`src/rtl/instr_fetch_pkg.sv`:
```
// instr_fetch_pkg: fetch FSM state encodings and command_group field geometry shared by the fetch stage
package instr_fetch_pkg;

    typedef enum logic {
        S_REQ  = 1'b0,
        S_WAIT = 1'b1
    } fetch_state_e;

    localparam int GROUP_W           = 3;
    localparam int DEFAULT_GROUP_MSB = 15;

endpackage

```
`src/rtl/instr_fetch_if.sv`:
```
// instr_fetch_if: bundle of the fetch stage's external buses
//   imem_*     : req/gnt + rvalid read port to instruction memory
//   instr_*    : valid/ready instruction stream to decode/control (+ command_group)
//   redirect_* : one-cycle taken-branch pulse and target
//   master = fetch stage side, slave = environment (memory, decode, branch unit) side
interface instr_fetch_if #(
    parameter int PC_WIDTH    = 8,
    parameter int INSTR_WIDTH = 16
);
    import instr_fetch_pkg::*;

    logic                   imem_req;
    logic [PC_WIDTH-1:0]    imem_addr;
    logic                   imem_gnt;
    logic                   imem_rvalid;
    logic [INSTR_WIDTH-1:0] imem_rdata;
    logic                   instr_valid;
    logic                   instr_ready;
    logic [INSTR_WIDTH-1:0] instr;
    logic [PC_WIDTH-1:0]    instr_pc;
    logic [GROUP_W-1:0]     command_group;
    logic                   redirect_valid;
    logic [PC_WIDTH-1:0]    redirect_pc;

    modport master (
        output imem_req, imem_addr,
        input  imem_gnt, imem_rvalid, imem_rdata,
        output instr_valid, instr, instr_pc, command_group,
        input  instr_ready,
        input  redirect_valid, redirect_pc
    );

    modport slave (
        input  imem_req, imem_addr,
        output imem_gnt, imem_rvalid, imem_rdata,
        input  instr_valid, instr, instr_pc, command_group,
        output instr_ready,
        output redirect_valid, redirect_pc
    );

endinterface

```
`src/rtl/instr_fetch_skid_buf.sv`:
```
// instr_fetch_skid_buf: one-entry instruction+PC holding register
//   in_valid/in_ready/in_instr/in_pc    : load side (in_ready = empty)
//   out_valid/out_ready/out_instr/out_pc : drain side (out_ready empties the entry)
//   flush                                : drop the entry, wins over a load
module instr_fetch_skid_buf #(
    parameter int PC_WIDTH    = 8,
    parameter int INSTR_WIDTH = 16
) (
    input  logic                   clk,
    input  logic                   rst_n,
    input  logic                   flush,
    input  logic                   in_valid,
    output logic                   in_ready,
    input  logic [INSTR_WIDTH-1:0] in_instr,
    input  logic [PC_WIDTH-1:0]    in_pc,
    output logic                   out_valid,
    input  logic                   out_ready,
    output logic [INSTR_WIDTH-1:0] out_instr,
    output logic [PC_WIDTH-1:0]    out_pc
);
    logic                   valid_q, valid_d;
    logic [INSTR_WIDTH-1:0] instr_q, instr_d;
    logic [PC_WIDTH-1:0]    pc_q, pc_d;

    always_comb begin
        valid_d = flush ? 1'b0 : in_valid ? 1'b1 : out_ready ? 1'b0 : valid_q;
        instr_d = in_valid ? in_instr : instr_q;
        pc_d    = in_valid ? in_pc : pc_q;
    end

    always_ff @(posedge clk or negedge rst_n) begin
        if (!rst_n) begin
            valid_q <= 1'b0;
            instr_q <= '0;
            pc_q    <= '0;
        end else begin
            valid_q <= valid_d;
            instr_q <= instr_d;
            pc_q    <= pc_d;
        end
    end

    assign in_ready  = ~valid_q;
    assign out_valid = valid_q;
    assign out_instr = instr_q;
    assign out_pc    = pc_q;

endmodule

```
`src/rtl/instr_fetch.sv`:
```
// instr_fetch: fetch stage owning the PC, reading instruction memory and feeding decode
//   clk, rst_n : clock, asynchronous active-low reset
//   bus        : instr_fetch_if.master carrying imem req/gnt/rvalid, the instr valid/ready
//                stream (instr, instr_pc, command_group) and the redirect pulse
module instr_fetch
    import instr_fetch_pkg::*;
#(
    parameter int                  PC_WIDTH    = 8,
    parameter int                  INSTR_WIDTH = 16,
    parameter int                  GROUP_MSB   = DEFAULT_GROUP_MSB,
    parameter logic [PC_WIDTH-1:0] RESET_PC    = '0
) (
    input  logic          clk,
    input  logic          rst_n,
    instr_fetch_if.master bus
);
    fetch_state_e           state_q, state_d;
    logic [PC_WIDTH-1:0]    pc_q, pc_d;
    logic [PC_WIDTH-1:0]    req_pc_q, req_pc_d;
    logic [PC_WIDTH-1:0]    out_pc_q, out_pc_d;
    logic [INSTR_WIDTH-1:0] out_instr_q, out_instr_d;
    logic                   out_valid_q, out_valid_d;
    logic                   drop_q, drop_d;
    logic                   started_q;

    logic                   skid_empty, skid_valid;
    logic [INSTR_WIDTH-1:0] skid_instr;
    logic [PC_WIDTH-1:0]    skid_pc;

    logic redirect, consume, gnt_fire, rsp, rsp_keep, load_out, load_skid, skid_pop;

    assign redirect  = bus.redirect_valid;
    assign consume   = out_valid_q & bus.instr_ready;
    assign gnt_fire  = bus.imem_req & bus.imem_gnt;
    assign rsp       = (state_q == S_WAIT) & bus.imem_rvalid;
    // A response is kept only if it is on the correct path: not marked for drop
    // by an earlier redirect and not killed by a redirect in this very cycle.
    assign rsp_keep  = rsp & ~drop_q & ~redirect;
    assign load_out  = rsp_keep & (~out_valid_q | consume);
    assign load_skid = rsp_keep & ~load_out;
    // No request is issued while the skid holds data, so a skid drain and a
    // memory response never compete for the output register.
    assign skid_pop  = consume & skid_valid & ~redirect;

    always_comb begin
        state_d  = state_q;
        drop_d   = drop_q;
        req_pc_d = req_pc_q;
        pc_d     = redirect ? bus.redirect_pc : gnt_fire ? pc_q + PC_WIDTH'(1) : pc_q;
        if (state_q == S_REQ) begin
            if (gnt_fire) begin
                state_d  = S_WAIT;
                req_pc_d = pc_q;
                drop_d   = redirect;
            end
        end else if (bus.imem_rvalid) begin
            state_d = S_REQ;
            drop_d  = 1'b0;
        end else if (redirect) begin
            drop_d = 1'b1;
        end
        out_valid_d = redirect ? 1'b0 : (load_out | skid_pop) ? 1'b1 : consume ? 1'b0 : out_valid_q;
        out_instr_d = load_out ? bus.imem_rdata : skid_pop ? skid_instr : out_instr_q;
        out_pc_d    = load_out ? req_pc_q : skid_pop ? skid_pc : out_pc_q;
    end

    // started_q holds the request low during reset and lets the first request
    // appear in the first cycle after release.
    always_ff @(posedge clk or negedge rst_n) begin
        if (!rst_n) begin
            state_q     <= S_REQ;
            pc_q        <= RESET_PC;
            req_pc_q    <= RESET_PC;
            drop_q      <= 1'b0;
            started_q   <= 1'b0;
            out_valid_q <= 1'b0;
            out_instr_q <= '0;
            out_pc_q    <= '0;
        end else begin
            state_q     <= state_d;
            pc_q        <= pc_d;
            req_pc_q    <= req_pc_d;
            drop_q      <= drop_d;
            started_q   <= 1'b1;
            out_valid_q <= out_valid_d;
            out_instr_q <= out_instr_d;
            out_pc_q    <= out_pc_d;
        end
    end

    instr_fetch_skid_buf #(
        .PC_WIDTH    (PC_WIDTH),
        .INSTR_WIDTH (INSTR_WIDTH)
    ) u_skid (
        .clk       (clk),
        .rst_n     (rst_n),
        .flush     (redirect),
        .in_valid  (load_skid),
        .in_ready  (skid_empty),
        .in_instr  (bus.imem_rdata),
        .in_pc     (req_pc_q),
        .out_valid (skid_valid),
        .out_ready (consume),
        .out_instr (skid_instr),
        .out_pc    (skid_pc)
    );

    assign bus.imem_req      = started_q & (state_q == S_REQ) & skid_empty;
    assign bus.imem_addr     = pc_q;
    assign bus.instr_valid   = out_valid_q;
    assign bus.instr         = out_instr_q;
    assign bus.instr_pc      = out_pc_q;
    assign bus.command_group = out_instr_q[GROUP_MSB -: GROUP_W];

endmodule

```
`src/flat_wrapper.sv`:
```
// flat-port wrapper written by rule: the top's interface ports become plain ports
module instr_fetch_flat import instr_fetch_pkg::*;
#(
    parameter int                  PC_WIDTH    = 8,
    parameter int                  INSTR_WIDTH = 16,
    parameter int                  GROUP_MSB   = DEFAULT_GROUP_MSB,
    parameter logic [PC_WIDTH-1:0] RESET_PC    = '0
)
  (clk, rst_n, bus_imem_req, bus_imem_addr, bus_imem_gnt, bus_imem_rvalid, bus_imem_rdata, bus_instr_valid, bus_instr, bus_instr_pc, bus_command_group, bus_instr_ready, bus_redirect_valid, bus_redirect_pc);
  instr_fetch_if #(.PC_WIDTH(PC_WIDTH), .INSTR_WIDTH(INSTR_WIDTH)) bus_i ();
  input  logic clk;
  input  logic rst_n;
  output wire logic [$bits(bus_i.imem_req)-1:0] bus_imem_req;
  output wire logic [$bits(bus_i.imem_addr)-1:0] bus_imem_addr;
  input wire logic [$bits(bus_i.imem_gnt)-1:0] bus_imem_gnt;
  input wire logic [$bits(bus_i.imem_rvalid)-1:0] bus_imem_rvalid;
  input wire logic [$bits(bus_i.imem_rdata)-1:0] bus_imem_rdata;
  output wire logic [$bits(bus_i.instr_valid)-1:0] bus_instr_valid;
  output wire logic [$bits(bus_i.instr)-1:0] bus_instr;
  output wire logic [$bits(bus_i.instr_pc)-1:0] bus_instr_pc;
  output wire logic [$bits(bus_i.command_group)-1:0] bus_command_group;
  input wire logic [$bits(bus_i.instr_ready)-1:0] bus_instr_ready;
  input wire logic [$bits(bus_i.redirect_valid)-1:0] bus_redirect_valid;
  input wire logic [$bits(bus_i.redirect_pc)-1:0] bus_redirect_pc;
  assign bus_imem_req = bus_i.imem_req;
  assign bus_imem_addr = bus_i.imem_addr;
  assign bus_i.imem_gnt = bus_imem_gnt;
  assign bus_i.imem_rvalid = bus_imem_rvalid;
  assign bus_i.imem_rdata = bus_imem_rdata;
  assign bus_instr_valid = bus_i.instr_valid;
  assign bus_instr = bus_i.instr;
  assign bus_instr_pc = bus_i.instr_pc;
  assign bus_command_group = bus_i.command_group;
  assign bus_i.instr_ready = bus_instr_ready;
  assign bus_i.redirect_valid = bus_redirect_valid;
  assign bus_i.redirect_pc = bus_redirect_pc;
  instr_fetch #(.PC_WIDTH(PC_WIDTH), .INSTR_WIDTH(INSTR_WIDTH), .GROUP_MSB(GROUP_MSB), .RESET_PC(RESET_PC)) u_core (.clk(clk), .rst_n(rst_n), .bus(bus_i));
endmodule
```
`config.mk`:
```
export PLATFORM = sky130hd
export DESIGN_NAME = instr_fetch_flat
export DESIGN_NICKNAME = d
export VERILOG_FILES = /design/src/rtl/instr_fetch_pkg.sv /design/src/rtl/instr_fetch_if.sv /design/src/rtl/instr_fetch_skid_buf.sv /design/src/rtl/instr_fetch.sv /design/src/flat_wrapper.sv
export SDC_FILE = /design/constraint.sdc
export NUM_CORES = 1
export LEC_CHECK = 0
export ABC_AREA = 1
export ABC_CLOCK_PERIOD_IN_PS = 1200
export CORE_ASPECT_RATIO = 0.6
export CORE_MARGIN = 2
export CORE_UTILIZATION = 40
export CTS_CLUSTER_DIAMETER = 150
export DETAILED_ROUTE_END_ITERATION = 10
export GPL_ROUTABILITY_DRIVEN = 0
export GPL_TIMING_DRIVEN = 0
export PLACE_DENSITY = 0.68
export SYNTH_ARGS = -nofsm -noshare
export SYNTH_HDL_FRONTEND = slang
export SYNTH_SLANG_ARGS = --single-unit
```
`constraint.sdc`:
```
create_clock -name clk -period 1.2 [get_ports clk]
set_input_delay 0.24 -clock clk [delete_from_list [all_inputs] [get_ports clk]]
set_output_delay 0.24 -clock clk [all_outputs]
set_load 0.01 [all_outputs]
```
Yosys cells after proc, flatten, opt, wreduce, memory -nomap -nowiden
Cells that the tools add are included.
{ "word_totals": {"input_bits": 30, "ff_bits": 69, "output_inout_bits": 37, "elab_cells": 57} }
{ "op_classes": {"n_reduce_logical": 7, "addsub": 1, "bitwise": 19, "eq_ne": 1, "mux": 18} }
{ "op_table": {"columns": ["cell", "count"], "rows": [
  ["16-bit 2-to-1 mux", 2],
  ["8-bit 2-to-1 mux", 4],
  ["1-bit 2-to-1 mux", 12],
  ["1-bit AND", 11],
  ["8-bit by 1-bit adder with 8-bit output, second input constant", 1],
  ["1-bit inverter", 6],
  ["2-bit nonzero test", 3],
  ["3-bit nonzero test", 2],
  ["2-bit AND reduction", 2],
  ["3-bit != test, second input constant", 1],
  ["1-bit bitwise OR", 2]
]} }

Longest topological paths before layout
Gate-level depths: netlist of run 1.
{ "depth": {"ltp_word": 8, "ltp_mapped": 7, "depth_no_buf": 6} }

By module
Synthesis of run 1 repeated with hierarchy kept, for this count alone.
{ "hier_totals": {"cells_unflattened": 413, "area_unflattened_um2": 3404.5} }
{ "by_module_without_submodules": {"columns": ["module", "area_per_inst_um2", "cells_per_inst", "n_inst"], "rows": [
  ["instr_fetch", 2403.6, 306, 1],
  ["instr_fetch_skid_buf", 1001.0, 107, 1]
]} }

Worst setup path after synthesis of run 1
OpenSTA, ideal clock, no wires.
{ "synth_timing": {"path_kind": "reg-to-reg", "startpoint": "register u_core.out_valid_q, in the netlist u_core.bus.instr_valid", "endpoint": "register u_core.out_instr_q[0], in the netlist u_core.bus.instr[0]", "required_ns": 1.076, "path_slack_ns": -0.118, "path_stages_with_launch": 7, "t_arrival_ns": 1.193, "path_buffers": 2, "synth_period_minus_slack_ns": 1.318, "setup_time_ns": 0.124, "path_cell_list": "dfrtp_1 nand2_1 nand3_1 buf_2 buf_4 nand3_1 nand3_1"} }
{ "synth_between": {"elab_chain_cells": 4} }
{ "synth_lines": {"columns": ["item", "line", "source"], "rows": [
  ["from (decl)", "instr_fetch.sv:22", "logic out_valid_q, out_valid_d;"],
  ["from (signal assigned)", "instr_fetch.sv:85", "out_valid_q <= out_valid_d;"],
  ["1-bit AND / 1-bit inverter (equally long branches)", "instr_fetch.sv:33, instr_fetch.sv:39", null],
  ["1-bit bitwise OR / 1-bit AND (equally long branches)", "instr_fetch.sv:39, instr_fetch.sv:43", null],
  ["1-bit AND (on tied branches)", "instr_fetch.sv:39, instr_fetch.sv:43", null],
  ["16-bit 2-to-1 mux / 2-bit nonzero test (equally long branches)", null, null],
  ["to (signal assigned)", "instr_fetch.sv:86", "out_instr_q <= out_instr_d;"],
  ["to (decl)", "instr_fetch.sv:21", "logic [INSTR_WIDTH-1:0] out_instr_q, out_instr_d;"]
]} }
Parallel ways exist; a longest one is shown, timed or not.
A chain may end at the register's enable or synchronous reset.

Worst setup path in the final report of run 1
{ "layout_timing": {"startpoint": "input port bus_imem_rvalid", "endpoint": "register u_core.u_skid.instr_q[11], in the netlist u_core.u_skid.out_instr[11]"} }
{ "layout_between": {"elab_chain_cells": 6} }
{ "layout_lines": {"columns": ["item", "line", "source"], "rows": [
  ["from (decl)", "flat_wrapper.sv:16", "input wire logic [$bits(bus_i.imem_rvalid)-1:0] bus_imem_rvalid;"],
  ["1-bit AND *", "instr_fetch.sv:35", "assign rsp = (state_q == S_WAIT) & bus.imem_rvalid;"],
  ["1-bit AND * (2 in series)", "instr_fetch.sv:38", "assign rsp_keep = rsp & ~drop_q & ~redirect;"],
  ["1-bit AND", "instr_fetch.sv:39", "assign load_out = rsp_keep & (~out_valid_q | consume);"],
  ["1-bit inverter", "instr_fetch.sv:40", "assign load_skid = rsp_keep & ~load_out;"],
  ["1-bit AND *", "instr_fetch.sv:40", null],
  ["to (signal assigned)", "instr_fetch_skid_buf.sv:38", "instr_q <= instr_d;"],
  ["to (decl)", "instr_fetch_skid_buf.sv:22", "logic [INSTR_WIDTH-1:0] instr_q, instr_d;"]
]} }
Every way passes the cells marked *; elsewhere a longest branch is shown, timed or not.

==> impl_metrics.xml, run 1 <==
<?xml version="1.0" encoding="UTF-8"?>
<metrics>
  <group name="clock_tree">
    <metric name="cts-root-buf" unit="">clkbuf_16</metric>
    <metric name="clock_latency" unit="ns">0.33</metric>
    <metric name="tritoncts.num_buffers" unit="">9</metric>
    <metric name="hold_buffers" unit="">0</metric>
    <metric name="cts_tree" unit="">done</metric>
    <metric name="cts.path.max_buffers" unit="">2</metric>
    <metric name="cts-htree-levels" unit="">3</metric>
    <metric name="cts.clk_slew.worst_paths" unit="ns">0.06</metric>
    <metric name="clock-sinks" unit="">69</metric>
  </group>
  <group name="global_route">
    <metric name="overflow" unit="">0</metric>
    <metric name="grt_usage" unit="%">23.1</metric>
    <metric name="grt_start_max_net_pins" unit="">70</metric>
    <metric name="grt_pass1_vias" unit="">3069</metric>
    <metric name="antenna_found_initial" unit="">0</metric>
    <metric name="wire_length_of_the_first_global_routing_pass" unit="mm">15.6</metric>
  </group>
  <group name="min_path">
    <metric name="type_of_the_worst_min_delay_path" unit="">in2async</metric>
  </group>
  <group name="worst_setup_path">
    <metric name="timing.rr.end" unit="">u_core.u_skid.out_instr[11]</metric>
    <metric name="rr_startpoint" unit="">u_core.state_q</metric>
    <metric name="timing.setup.critical_path_class" unit="">in2reg</metric>
    <metric name="slowest_delay" unit="ns">0.50</metric>
    <metric name="cp_top_family" unit="">buffers and inverters</metric>
    <metric name="worstPathCellList" unit="">clkdlybuf4s50_1 &gt; nand2_2 &gt; inv_4 &gt; nand4_1 &gt; buf_4 &gt; buf_8 &gt; nand2_1 &gt; o21ai_1</metric>
    <metric name="cp_data_required_time" unit="ns">1.41</metric>
    <metric name="timing.critical_path.to_type" unit="">register</metric>
    <metric name="crit_buf_inv" unit="">4</metric>
    <metric name="worst-r2r-setup-slack" unit="ns">-0.14</metric>
    <metric name="critPathMaxFanout" unit="">10</metric>
    <metric name="slowest_stage_cell_crit_path" unit="">clkdlybuf4s50_1</metric>
    <metric name="startpoint_class_of_the_critical_path" unit="">primary input</metric>
    <metric name="worst-r2r-cell-count" unit="">7</metric>
    <metric name="worst_ep_arrival_time" unit="ns">1.56</metric>
  </group>
  <group name="timing">
    <metric name="setup_viol_count_final" unit="">57</metric>
    <metric name="worst_clock_skew" unit="ns">0.00548</metric>
    <metric name="layout_worst_path_cycle_share" unit="%">112</metric>
    <metric name="holdWs" unit="ns">0.0191</metric>
    <metric name="period_needed" unit="ns">1.34</metric>
    <metric name="final-max-slew-violation-count" unit="">0</metric>
    <metric name="setup_slack" unit="ns">-0.142</metric>
    <metric name="hold_viol_final" unit="">0</metric>
    <metric name="rsz0062_at_grt" unit="">yes</metric>
    <metric name="worst_slew_pin_slew" unit="ns">0.897</metric>
    <metric name="slew_headroom" unit="%">40.2</metric>
    <metric name="fmax" unit="GHz">0.745</metric>
  </group>
  <group name="floorplanning">
    <metric name="die_h" unit="um">73.1</metric>
    <metric name="die_width" unit="um">119</metric>
    <metric name="core.rowCount" unit="">25</metric>
    <metric name="io_pins" unit="">67</metric>
    <metric name="start_util" unit="%">40.8</metric>
    <metric name="design.die.area" unit="um^2">8700</metric>
    <metric name="core_area" unit="um^2">7790</metric>
  </group>
  <group name="synth">
    <metric name="count_of_state_elements_after_synthesis" unit="">69</metric>
    <metric name="ys.warnings.count" unit="">0</metric>
    <metric name="synth_cell_types" unit="">21</metric>
    <metric name="synthesis.area_per_instance" unit="um^2">8.41</metric>
    <metric name="synthCells" unit="">378</metric>
    <metric name="synthesis.area" unit="um^2">3180</metric>
    <metric name="synth.yosys.seq_area_share" unit="%">54.3</metric>
    <metric name="synth.net_count" unit="">409</metric>
  </group>
  <group name="layout">
    <metric name="syn2layout_area_growth" unit="%">58.9</metric>
    <metric name="final_layout_size_suffix_gt1_share" unit="%">38.0</metric>
    <metric name="final_cell_area" unit="um^2">5050</metric>
    <metric name="final_nets" unit="">522</metric>
    <metric name="mostFrequentLayoutCells" unit="">dfrtp_1, nand2_1, nand3_1</metric>
    <metric name="layout.cells.most_common" unit="">dfrtp_1</metric>
    <metric name="antenna_fix_cells" unit="">0</metric>
  </group>
  <group name="placed_design">
    <metric name="dpl.hpwl" unit="mm">6.06</metric>
    <metric name="port_buffers" unit="">66</metric>
    <metric name="post_dp_cell_area" unit="um^2">3990</metric>
  </group>
  <group name="run_status">
    <metric name="failing_checks" unit="">negative setup slack</metric>
    <metric name="run_status" unit="">complete, but fails checks</metric>
  </group>
  <group name="route">
    <metric name="route.final.wire_length" unit="mm">10.1</metric>
    <metric name="avgRoutedWirePerCell" unit="um">16.7</metric>
    <metric name="route.detailed.vias_per_inst" unit="">5.31</metric>
    <metric name="initial_detailed_routing_violation_count" unit="">255</metric>
    <metric name="drc" unit="">0</metric>
    <metric name="total_number_of_vias" unit="">3203</metric>
    <metric name="route.antenna.remaining_nets" unit="">0</metric>
    <metric name="drt_pre_antenna_iters" unit="">4</metric>
  </group>
  <group name="power">
    <metric name="netSwitchingFraction" unit="%">29.1</metric>
    <metric name="internal_power" unit="W">0.00612</metric>
    <metric name="power_per_cell_area" unit="nW/um^2">1710</metric>
    <metric name="p_clk_share" unit="%">35.7</metric>
    <metric name="report.power.total" unit="W">0.00863</metric>
    <metric name="comb_power_share" unit="%">27.2</metric>
    <metric name="seq_power_share" unit="%">37.1</metric>
    <metric name="leakage_power_figure" unit="nW">2.50</metric>
    <metric name="worst_ir_drop_vdd" unit="uV">745</metric>
    <metric name="p_sw" unit="W">0.00251</metric>
  </group>
  <group name="flow_run">
    <metric name="max_cap_violations" unit="">0</metric>
  </group>
</metrics>
cell type report:
| class | count | area (um^2) |
|---|---|---|
| buffer | 24 | 246 |
| multi-input combinational | 242 | 1530 |
| inverter | 40 | 155 |
| tap | 108 | 135 |
| clock buffer | 10 | 239 |
| clock inverter | 5 | 108 |
| sequential | 69 | 1730 |
| timing repair buffer | 105 | 912 |
| fill | 612 | 2740 |
power by group through the flow:
stage / combinational [W] / clock (W) / sequential [W]
detailed placement: 0.00209 / 0 / 0.00322
floorplan: 0.000727 / 0 / 0.00332
global route: 0.00256 / 0.00319 / 0.00326
CTS: 0.00211 / 0.00310 / 0.00317
global placement: 0.00206 / 0 / 0.00320
finish: 0.00235 / 0.00308 / 0.00320
layer usage:
metal	part of all wire, %	wire (um)	GRT usage (%)
met2	46	4660	36.0
met5	0	0	0
met3	6.2	623	5.00
met4	1.2	118	7.14
met1	46	4680	32.8
through the flow:
step / util, % / setup slack, ns / std cells / TNS, ns
2_1_floorplan: - / -0.0484 / 378 / -0.590
3_3_place_gp: 51.2 / -2.47 / 552 / -210.63
3_5_place_dp: 51.2 / -0.743 / 552 / -41.31
4_1_cts: 59.7 / -0.123 / 592 / -2.43
5_1_grt: 64.9 / -0.202 / 603 / -8.81
6_report: 64.9 / -0.142 / 603 / -4.81
cells by family (layout without fill, tap and decap cells):
family | count (synthesis) | count (layout) | share of synthesized area [%]
XOR/XNOR | 1 | 1 | 0.276
AO/OA/AOI/OAI | 39 | 39 | 6.22
AND/OR/NAND/NOR | 200 | 200 | 29.7
adder cells (fa/ha/maj) | 1 | 1 | 0.393
other | 1 | 1 | 0.118
buffers and inverters | 67 | 184 | 8.97
flip-flops | 69 | 69 | 54.3
worst register-to-register path: cells and delay by family (launching register included):
kind | cells | cell delay [ns]
and+or+nand+nor | 3 | 0.31
DFF | 1 | 0.40
AOI/OAI and AO/OA | 1 | 0.06
buffers and inverters | 3 | 0.45
how the worst max path moves through the flow:
stage                                 from                          end  slack, ns  cells past startpoint
floorplan           u_core.bus.instr_valid          u_core.bus.instr[0]      -0.05                      6
global placement                     rst_n          u_core.bus.instr[4]      -2.47                      1
detailed placement      bus_redirect_valid   u_core.u_skid.out_instr[2]      -0.74                      6
CTS                         u_core.state_q                 bus_imem_req      -0.12                      4
global route                u_core.state_q  u_core.u_skid.out_instr[11]      -0.20                      7
finish                     bus_imem_rvalid  u_core.u_skid.out_instr[11]      -0.14                      8
flip-flops by register name, summed over array words and instances (netlist names):
| signal | flops |
|---|---|
| u_core.bus.imem_addr | 8 |
| u_core.bus.instr | 16 |
| u_core.bus.instr_pc | 8 |
| u_core.bus.instr_valid | 1 |
| u_core.drop_q | 1 |
| u_core.req_pc_q | 8 |
| u_core.started_q | 1 |
| u_core.state_q | 1 |
| u_core.u_skid.out_instr | 16 |
| u_core.u_skid.out_pc | 8 |
| u_core.u_skid.out_valid | 1 |
synthesized netlist by cell type:
master    instances  share of area (%)
buf_4             5                1.2
nor2_1            9                1.1
xor2_1            1               0.28
nor3_1            1               0.16
nor2_4            2               0.71
nand4_1          26                5.1
inv_1            37                4.4
a21oi_1           3               0.47
o211ai_1          1               0.24
ha_1              1               0.39
dfrtp_1          69                 54
nand3_1          90                 14
o21ai_0          30                4.7
clkbuf_1         14                1.7
o21ai_1           5               0.79
inv_2             3               0.35
conb_1            1               0.12
buf_2             6               0.94
buf_6             1               0.35
nand2_1          72                8.5
buf_1             1               0.12
repair_timing:
item,4_1_cts,5_1_grt
gates cloned,1,2
buffers inserted,24,12
setup endpoints to repair,105,85
gates resized for setup,178,113
pin swaps,9,12
No activity file was read; power rests on OpenSTA's default activity.
==> run 2, diff against run 1 <==
- CORE_UTILIZATION: 40 -> 30
- PLACE_DENSITY: 0.68 -> 0.54
==> run 2 against run 1 <==
Against the previous run: the flow still finishes with violations (negative setup slack); critical path type unchanged; maximum frequency increased by 0.31%; design area up 7.8%; largest cell class unchanged; first-iteration DRC count down 17%; critical endpoint is now u_core.u_skid.out_pc[4]; sequential share of layout area fell by 2.4 points; register-to-register slack is essentially flat.
==> impl_metrics.xml, run 2 (synthesized netlist as in run 1, its figures left out) <==
<?xml version="1.0" encoding="UTF-8"?>
<metrics>
  <group name="layout">
    <metric name="multi_input_area" unit="um^2">1670</metric>
    <metric name="final_layout_size_suffix_gt1_share" unit="%">45.6</metric>
    <metric name="nFillCells" unit="">910</metric>
    <metric name="syn2layout_area_growth" unit="%">71.2</metric>
    <metric name="layout.cells.most_common" unit="">dfrtp_1</metric>
    <metric name="seqCellArea" unit="um^2">1730</metric>
    <metric name="final_core_utilization" unit="%">52.1</metric>
    <metric name="final_cell_area" unit="um^2">5440</metric>
    <metric name="finished_layout_cells" unit="">652</metric>
    <metric name="mostFrequentLayoutCells" unit="">dfrtp_1, nand3_1, nand2_1</metric>
    <metric name="final_nets" unit="">539</metric>
    <metric name="antenna_fix_cells" unit="">0</metric>
  </group>
  <group name="timing">
    <metric name="setup_slack" unit="ns">-0.138</metric>
    <metric name="rsz0062_at_grt" unit="">yes</metric>
    <metric name="final-max-slew-violation-count" unit="">0</metric>
    <metric name="fmax" unit="GHz">0.748</metric>
    <metric name="hold_viol_final" unit="">0</metric>
    <metric name="setup_viol_count_final" unit="">58</metric>
    <metric name="worst_clock_skew" unit="ns">0.00550</metric>
    <metric name="period_needed" unit="ns">1.34</metric>
    <metric name="layout_worst_path_cycle_share" unit="%">111</metric>
  </group>
  <group name="run_status">
    <metric name="failing_checks" unit="">negative setup slack</metric>
    <metric name="run_status" unit="">complete, but fails checks</metric>
  </group>
  <group name="floorplanning">
    <metric name="die_h" unit="um">83.7</metric>
    <metric name="start_util" unit="%">30.4</metric>
    <metric name="io_pins" unit="">67</metric>
    <metric name="design.die.area" unit="um^2">11500</metric>
    <metric name="core.rowCount" unit="">29</metric>
    <metric name="die_width" unit="um">137</metric>
    <metric name="core_area" unit="um^2">10500</metric>
  </group>
  <group name="worst_setup_path">
    <metric name="timing.setup.critical_path_class" unit="">in2reg</metric>
    <metric name="worst-r2r-cell-count" unit="">8</metric>
    <metric name="worst-r2r-setup-slack" unit="ns">-0.13</metric>
    <metric name="critPathMaxFanout" unit="">7</metric>
    <metric name="cp_data_required_time" unit="ns">1.42</metric>
    <metric name="startpoint_class_of_the_critical_path" unit="">primary input</metric>
    <metric name="worst_ep_arrival_time" unit="ns">1.56</metric>
    <metric name="timing.critical_path.to_type" unit="">register</metric>
  </group>
  <group name="global_route">
    <metric name="antenna_found_initial" unit="">0</metric>
    <metric name="grt_pass1_vias" unit="">3145</metric>
    <metric name="grt_usage" unit="%">19.1</metric>
    <metric name="overflow" unit="">0</metric>
    <metric name="grt_start_max_net_pins" unit="">70</metric>
    <metric name="wire_length_of_the_first_global_routing_pass" unit="mm">16.7</metric>
  </group>
  <group name="min_path">
    <metric name="type_of_the_worst_min_delay_path" unit="">in2reg</metric>
    <metric name="holdPathStages" unit="">4</metric>
  </group>
  <group name="route">
    <metric name="route.final.wire_length" unit="mm">10.6</metric>
    <metric name="total_number_of_vias" unit="">3166</metric>
    <metric name="avgRoutedWirePerCell" unit="um">16.2</metric>
    <metric name="drt_pre_antenna_iters" unit="">4</metric>
    <metric name="route.detailed.vias_per_inst" unit="">4.86</metric>
    <metric name="initial_detailed_routing_violation_count" unit="">212</metric>
    <metric name="route.antenna.remaining_nets" unit="">0</metric>
    <metric name="drc" unit="">0</metric>
  </group>
  <group name="placed_design">
    <metric name="port_buffers" unit="">66</metric>
    <metric name="placed_cells_incl_taps" unit="">584</metric>
    <metric name="dpl.hpwl" unit="mm">6.31</metric>
    <metric name="post_dp_cell_area" unit="um^2">4050</metric>
  </group>
  <group name="power">
    <metric name="worst_ir_drop_vdd" unit="uV">862</metric>
    <metric name="leakage_power_figure" unit="nW">2.66</metric>
    <metric name="power_per_cell_area" unit="nW/um^2">1670</metric>
    <metric name="report.power.total" unit="W">0.00911</metric>
  </group>
  <group name="clock_tree">
    <metric name="clock_latency" unit="ns">0.34</metric>
    <metric name="cts-htree-levels" unit="">3</metric>
    <metric name="tritoncts.num_buffers" unit="">9</metric>
    <metric name="cts.path.max_buffers" unit="">2</metric>
    <metric name="cts-root-buf" unit="">clkbuf_16</metric>
    <metric name="cts.clk_slew.worst_paths" unit="ns">0.06</metric>
    <metric name="clock-sinks" unit="">69</metric>
    <metric name="cts_tree" unit="">done</metric>
  </group>
  <group name="flow_run">
    <metric name="max_cap_violations" unit="">0</metric>
  </group>
</metrics>
[run 2: cell count changes in the layout (fill, tap and decap cells not counted), moves of 4 or more]
cell and delta:
nand2_2 +5, clkbuf_2 -4, clkdlybuf4s15_1 -5, buf_2 +12, nand3_1 -5, nand2_4 +5, nand3_4 +8, o21ai_1 -4
o21ai_2 +7, nand2_1 -10
[run 2: final timing paths]
| check | from | end |
|---|---|---|
| max | bus_imem_rvalid | u_core.u_skid.out_pc[4] |
| min | bus_instr_ready | u_core.u_skid.out_valid |
| max reg2reg | u_core.state_q | u_core.u_skid.out_pc[4] |
| min reg2reg | u_core.u_skid.out_pc[0] | u_core.u_skid.out_pc[0] |
| max in group asynchronous | rst_n | u_core.bus.imem_addr[3] |
| min in group asynchronous | rst_n | u_core.bus.imem_addr[2] |
[run 2: layer usage]
layer / track usage (%) / share of wire (%)
met1: 28.4 / 48
met2: 26.7 / 44
met3: 6.44 / 6.8
met4: 4.50 / 0.93
met5: 0 / 0
[run 2: area by class of cell]
class	instances	area share, %
repair buffers	119	18.9
inverters	40	2.85
flip-flops and latches	69	31.8
plain buffers	27	5.93
clock inverters	7	2.53
multi-input cells	242	30.7
clock buffers	9	4.14
well taps	139	3.20
[run 2: timing repair]
action / 4_1_cts / 5_1_grt
gates cloned: 7 / 1
setup endpoints to repair: 105 / 90
buffers inserted: 33 / 11
pin swaps: 24 / 12
hold buffers: 1 / 0
resized for setup: 273 / 86
endpoints found under the hold margin: 69 / 0
[run 2: report_power, final]
part,internal (W),switching (W)
Combinational,0.00144,0.00122
Clock,0.00223,0.00104
Sequential,0.00282,0.000363
[run 2: per-stage QoR]
| step | hold WS [ns] | worst slack (ns) | TNS [ns] |
|---|---|---|---|
| after floorplan | -0.0556 | -0.0484 | -0.590 |
| after CTS | 0.468 | -0.144 | -3.89 |
| after global routing | 0.318 | -0.217 | -7.76 |
| after detailed placement | 0.281 | -0.786 | -42.73 |
| final | 0.314 | -0.138 | -3.81 |
| after global placement | 0.466 | -2.58 | -220.26 |
[run 2: critical path, cell delays in order]
cell	delay [ns]
clkdlybuf4s50_1	0.50
nand2_2	0.08
inv_4	0.08
nand4_1	0.11
buf_6	0.17
buf_8	0.14
buf_6	0.13
nand2_2	0.04
o21ai_1	0.06
==> run 3, diff against run 2 <==
- CORE_UTILIZATION: 30 -> 46
- PLACE_DENSITY: 0.54 -> 0.76
==> run 3 against run 2 <==
Against the previous run: the flow still finishes with violations (negative setup slack); register-to-register slack got worse by 0.20 ns; non-clock buffer count is 17 lower; maximum frequency fell by 12%; wire length increased by 40%; sequential share of layout area is 0.88 points higher; critical endpoint is now u_core.drop_q; utilization up 27 points; combinational power hardly changed; power is 5.1% lower; clock skew increased by 0.0075 ns.
==> impl_metrics.xml, run 3 (synthesized netlist as in run 1, its figures left out) <==
<?xml version="1.0" encoding="UTF-8"?>
<metrics>
  <group name="route">
    <metric name="route.antenna.remaining_nets" unit="">0</metric>
    <metric name="initial_detailed_routing_violation_count" unit="">549</metric>
    <metric name="avgRoutedWirePerCell" unit="um">25.4</metric>
    <metric name="route.final.wire_length" unit="mm">14.8</metric>
    <metric name="total_number_of_vias" unit="">3878</metric>
    <metric name="route.detailed.vias_per_inst" unit="">6.65</metric>
    <metric name="drt_pre_antenna_iters" unit="">5</metric>
    <metric name="drc" unit="">0</metric>
  </group>
  <group name="run_status">
    <metric name="failing_checks" unit="">negative setup slack</metric>
    <metric name="run_status" unit="">complete, but fails checks</metric>
  </group>
  <group name="worst_setup_path">
    <metric name="number_of_cells_on_the_critical_path" unit="">7</metric>
    <metric name="timing.critical_path.to_type" unit="">register</metric>
    <metric name="timing.rr.end" unit="">u_core.drop_q</metric>
    <metric name="timing.setup.critical_path_class" unit="">reg2reg</metric>
    <metric name="critPathCapture" unit="">u_core.drop_q</metric>
    <metric name="cp_top_family" unit="">simple AND/OR/NAND/NOR gates</metric>
    <metric name="slowest_delay" unit="ns">0.45</metric>
    <metric name="cp_data_required_time" unit="ns">1.44</metric>
    <metric name="slowest_stage_cell_crit_path" unit="">dfrtp_1</metric>
    <metric name="critPathMaxFanout" unit="">10</metric>
    <metric name="worst-r2r-cell-count" unit="">7</metric>
    <metric name="worstPathCellList" unit="">buf_4 &gt; nor2_4 &gt; nand3_4 &gt; clkbuf_8 &gt; nand2_1 &gt; inv_1 &gt; nor3_1</metric>
    <metric name="crit_buf_inv" unit="">3</metric>
    <metric name="crit_path_start" unit="">u_core.state_q</metric>
    <metric name="worst_ep_arrival_time" unit="ns">1.76</metric>
    <metric name="rr_startpoint" unit="">u_core.state_q</metric>
    <metric name="startpoint_class_of_the_critical_path" unit="">register</metric>
    <metric name="worst-r2r-setup-slack" unit="ns">-0.33</metric>
  </group>
  <group name="floorplanning">
    <metric name="start_util" unit="%">47.6</metric>
    <metric name="design.die.area" unit="um^2">7610</metric>
    <metric name="io_pins" unit="">67</metric>
    <metric name="die_width" unit="um">111</metric>
    <metric name="core_area" unit="um^2">6680</metric>
    <metric name="die_h" unit="um">68.4</metric>
    <metric name="core.rowCount" unit="">23</metric>
  </group>
  <group name="min_path">
    <metric name="type_of_the_worst_min_delay_path" unit="">in2async</metric>
  </group>
  <group name="global_route">
    <metric name="overflow" unit="">0</metric>
    <metric name="wire_length_of_the_first_global_routing_pass" unit="mm">17.9</metric>
    <metric name="grt_start_max_net_pins" unit="">70</metric>
    <metric name="grt_usage" unit="%">31.6</metric>
    <metric name="grt_pass1_vias" unit="">3466</metric>
    <metric name="antenna_found_initial" unit="">0</metric>
  </group>
  <group name="timing">
    <metric name="final-max-slew-violation-count" unit="">0</metric>
    <metric name="worst_clock_skew" unit="ns">0.0130</metric>
    <metric name="setup_slack" unit="ns">-0.327</metric>
    <metric name="finalSetupTns" unit="ns">-14.26</metric>
    <metric name="period_needed" unit="ns">1.53</metric>
    <metric name="fmax" unit="GHz">0.655</metric>
    <metric name="setup_viol_count_final" unit="">72</metric>
    <metric name="layout_worst_path_cycle_share" unit="%">127</metric>
    <metric name="slew_headroom" unit="%">39.8</metric>
    <metric name="hold_viol_final" unit="">0</metric>
    <metric name="worst_slew_pin_slew" unit="ns">0.903</metric>
    <metric name="rsz0062_at_grt" unit="">yes</metric>
  </group>
  <group name="power">
    <metric name="leakage_power_figure" unit="nW">2.58</metric>
    <metric name="worst_ir_drop_vdd" unit="uV">1080</metric>
    <metric name="power_per_cell_area" unit="nW/um^2">1630</metric>
  </group>
  <group name="clock_tree">
    <metric name="cts-root-buf" unit="">clkbuf_16</metric>
    <metric name="cts-htree-levels" unit="">3</metric>
    <metric name="cts.clk_slew.worst_paths" unit="ns">0.05</metric>
    <metric name="hold_buffers" unit="">0</metric>
    <metric name="tritoncts.num_buffers" unit="">9</metric>
    <metric name="clock_latency" unit="ns">0.35</metric>
    <metric name="clock-sinks" unit="">69</metric>
    <metric name="cts_tree" unit="">done</metric>
    <metric name="cts.path.max_buffers" unit="">2</metric>
  </group>
  <group name="layout">
    <metric name="final_nets" unit="">522</metric>
    <metric name="final_cell_area" unit="um^2">5300</metric>
    <metric name="final_core_utilization" unit="%">79.3</metric>
    <metric name="final_layout_size_suffix_gt1_share" unit="%">47.2</metric>
    <metric name="syn2layout_area_growth" unit="%">66.6</metric>
    <metric name="layout.cells.most_common" unit="">dfrtp_1</metric>
    <metric name="mostFrequentLayoutCells" unit="">dfrtp_1, nand3_2, nand2_1</metric>
    <metric name="antenna_fix_cells" unit="">0</metric>
  </group>
  <group name="placed_design">
    <metric name="port_buffers" unit="">66</metric>
    <metric name="post_dp_cell_area" unit="um^2">3960</metric>
    <metric name="dpl.hpwl" unit="mm">5.98</metric>
  </group>
  <group name="flow_run">
    <metric name="max_cap_violations" unit="">0</metric>
  </group>
</metrics>
## run 3: changes by cell type in the layout (fill, tap and decap cells not counted), moves of 3 or more
cell,previous run,this run
nand2_4,11,17
nand3_2,30,51
buf_2,28,15
buf_4,37,28
nor2_2,4,1
nand3_1,48,28
bufinv_16,4,1
nand2_2,17,11
clkbuf_1,0,3
clkbuf_2,11,19
buf_6,19,14
clkdlybuf4s15_2,0,3
## run 3: final cells by class
cell class | count | area [um^2]
Timing Repair Buffer | 105 | 938
Clock buffer | 12 | 236
Sequential cell | 69 | 1730
Buffer | 24 | 274
Multi-Input combinational cell | 242 | 1800
Clock inverter | 4 | 48.8
Fill cell | 355 | 1380
Tap cell | 87 | 109
Inverter | 40 | 155
## run 3: routing by layer
metal  global-route usage [%]  up-vias  part of all wire [%]  wire length [um]
li1                         -     1508                     -                 -
met2                     52.1      375                    44              6570
met5                        0        -                     0                 0
met4                     17.9        0                   7.5              1100
met1                     38.2     1858                    35              5220
met3                     9.39      137                    13              1910
## run 3: repair_timing
| action | 4_1_cts | 5_1_grt |
|---|---|---|
| setup endpoints to repair | 105 | 93 |
| resized for setup | 252 | 120 |
| pin swaps | 17 | 20 |
| gates cloned | 5 | 0 |
| buffers inserted | 25 | 10 |
## run 3: per-stage QoR
stage | hold slack, ns | cells | setup WS, ns | total power, W
floorplan | -0.0556 | 378 | -0.0484 | 0.00405
global placement | 0.468 | 531 | -2.44 | 0.00524
detailed placement | 0.413 | 531 | -0.709 | 0.00530
CTS | 0.0603 | 576 | -0.151 | 0.00808
global route | 0.0955 | 583 | -0.371 | 0.00891
finish | 0.0173 | 583 | -0.327 | 0.00865
## run 3: how the worst min path moves through the flow
stage | startpoint | endpoint | slack, ns
finish | rst_n | u_core.state_q | 0.02
global route | rst_n | u_core.u_skid.out_pc[1] | 0.1
CTS | rst_n | u_core.bus.instr_pc[0] | 0.06
detailed placement | rst_n | u_core.bus.instr_pc[0] | 0.41
global placement | u_core.u_skid.out_instr[5] | u_core.u_skid.out_instr[5] | 0.47
floorplan | rst_n | u_core.bus.imem_addr[0] | -0.06
## run 3: where the power goes
group	switching, W	internal [W]	leakage (nW)	total (W)
Combinational	0.00144	0.00125	1.54	0.00269
Sequential	0.000472	0.00282	0.893	0.00329
Clock	0.00106	0.00161	0.141	0.00266
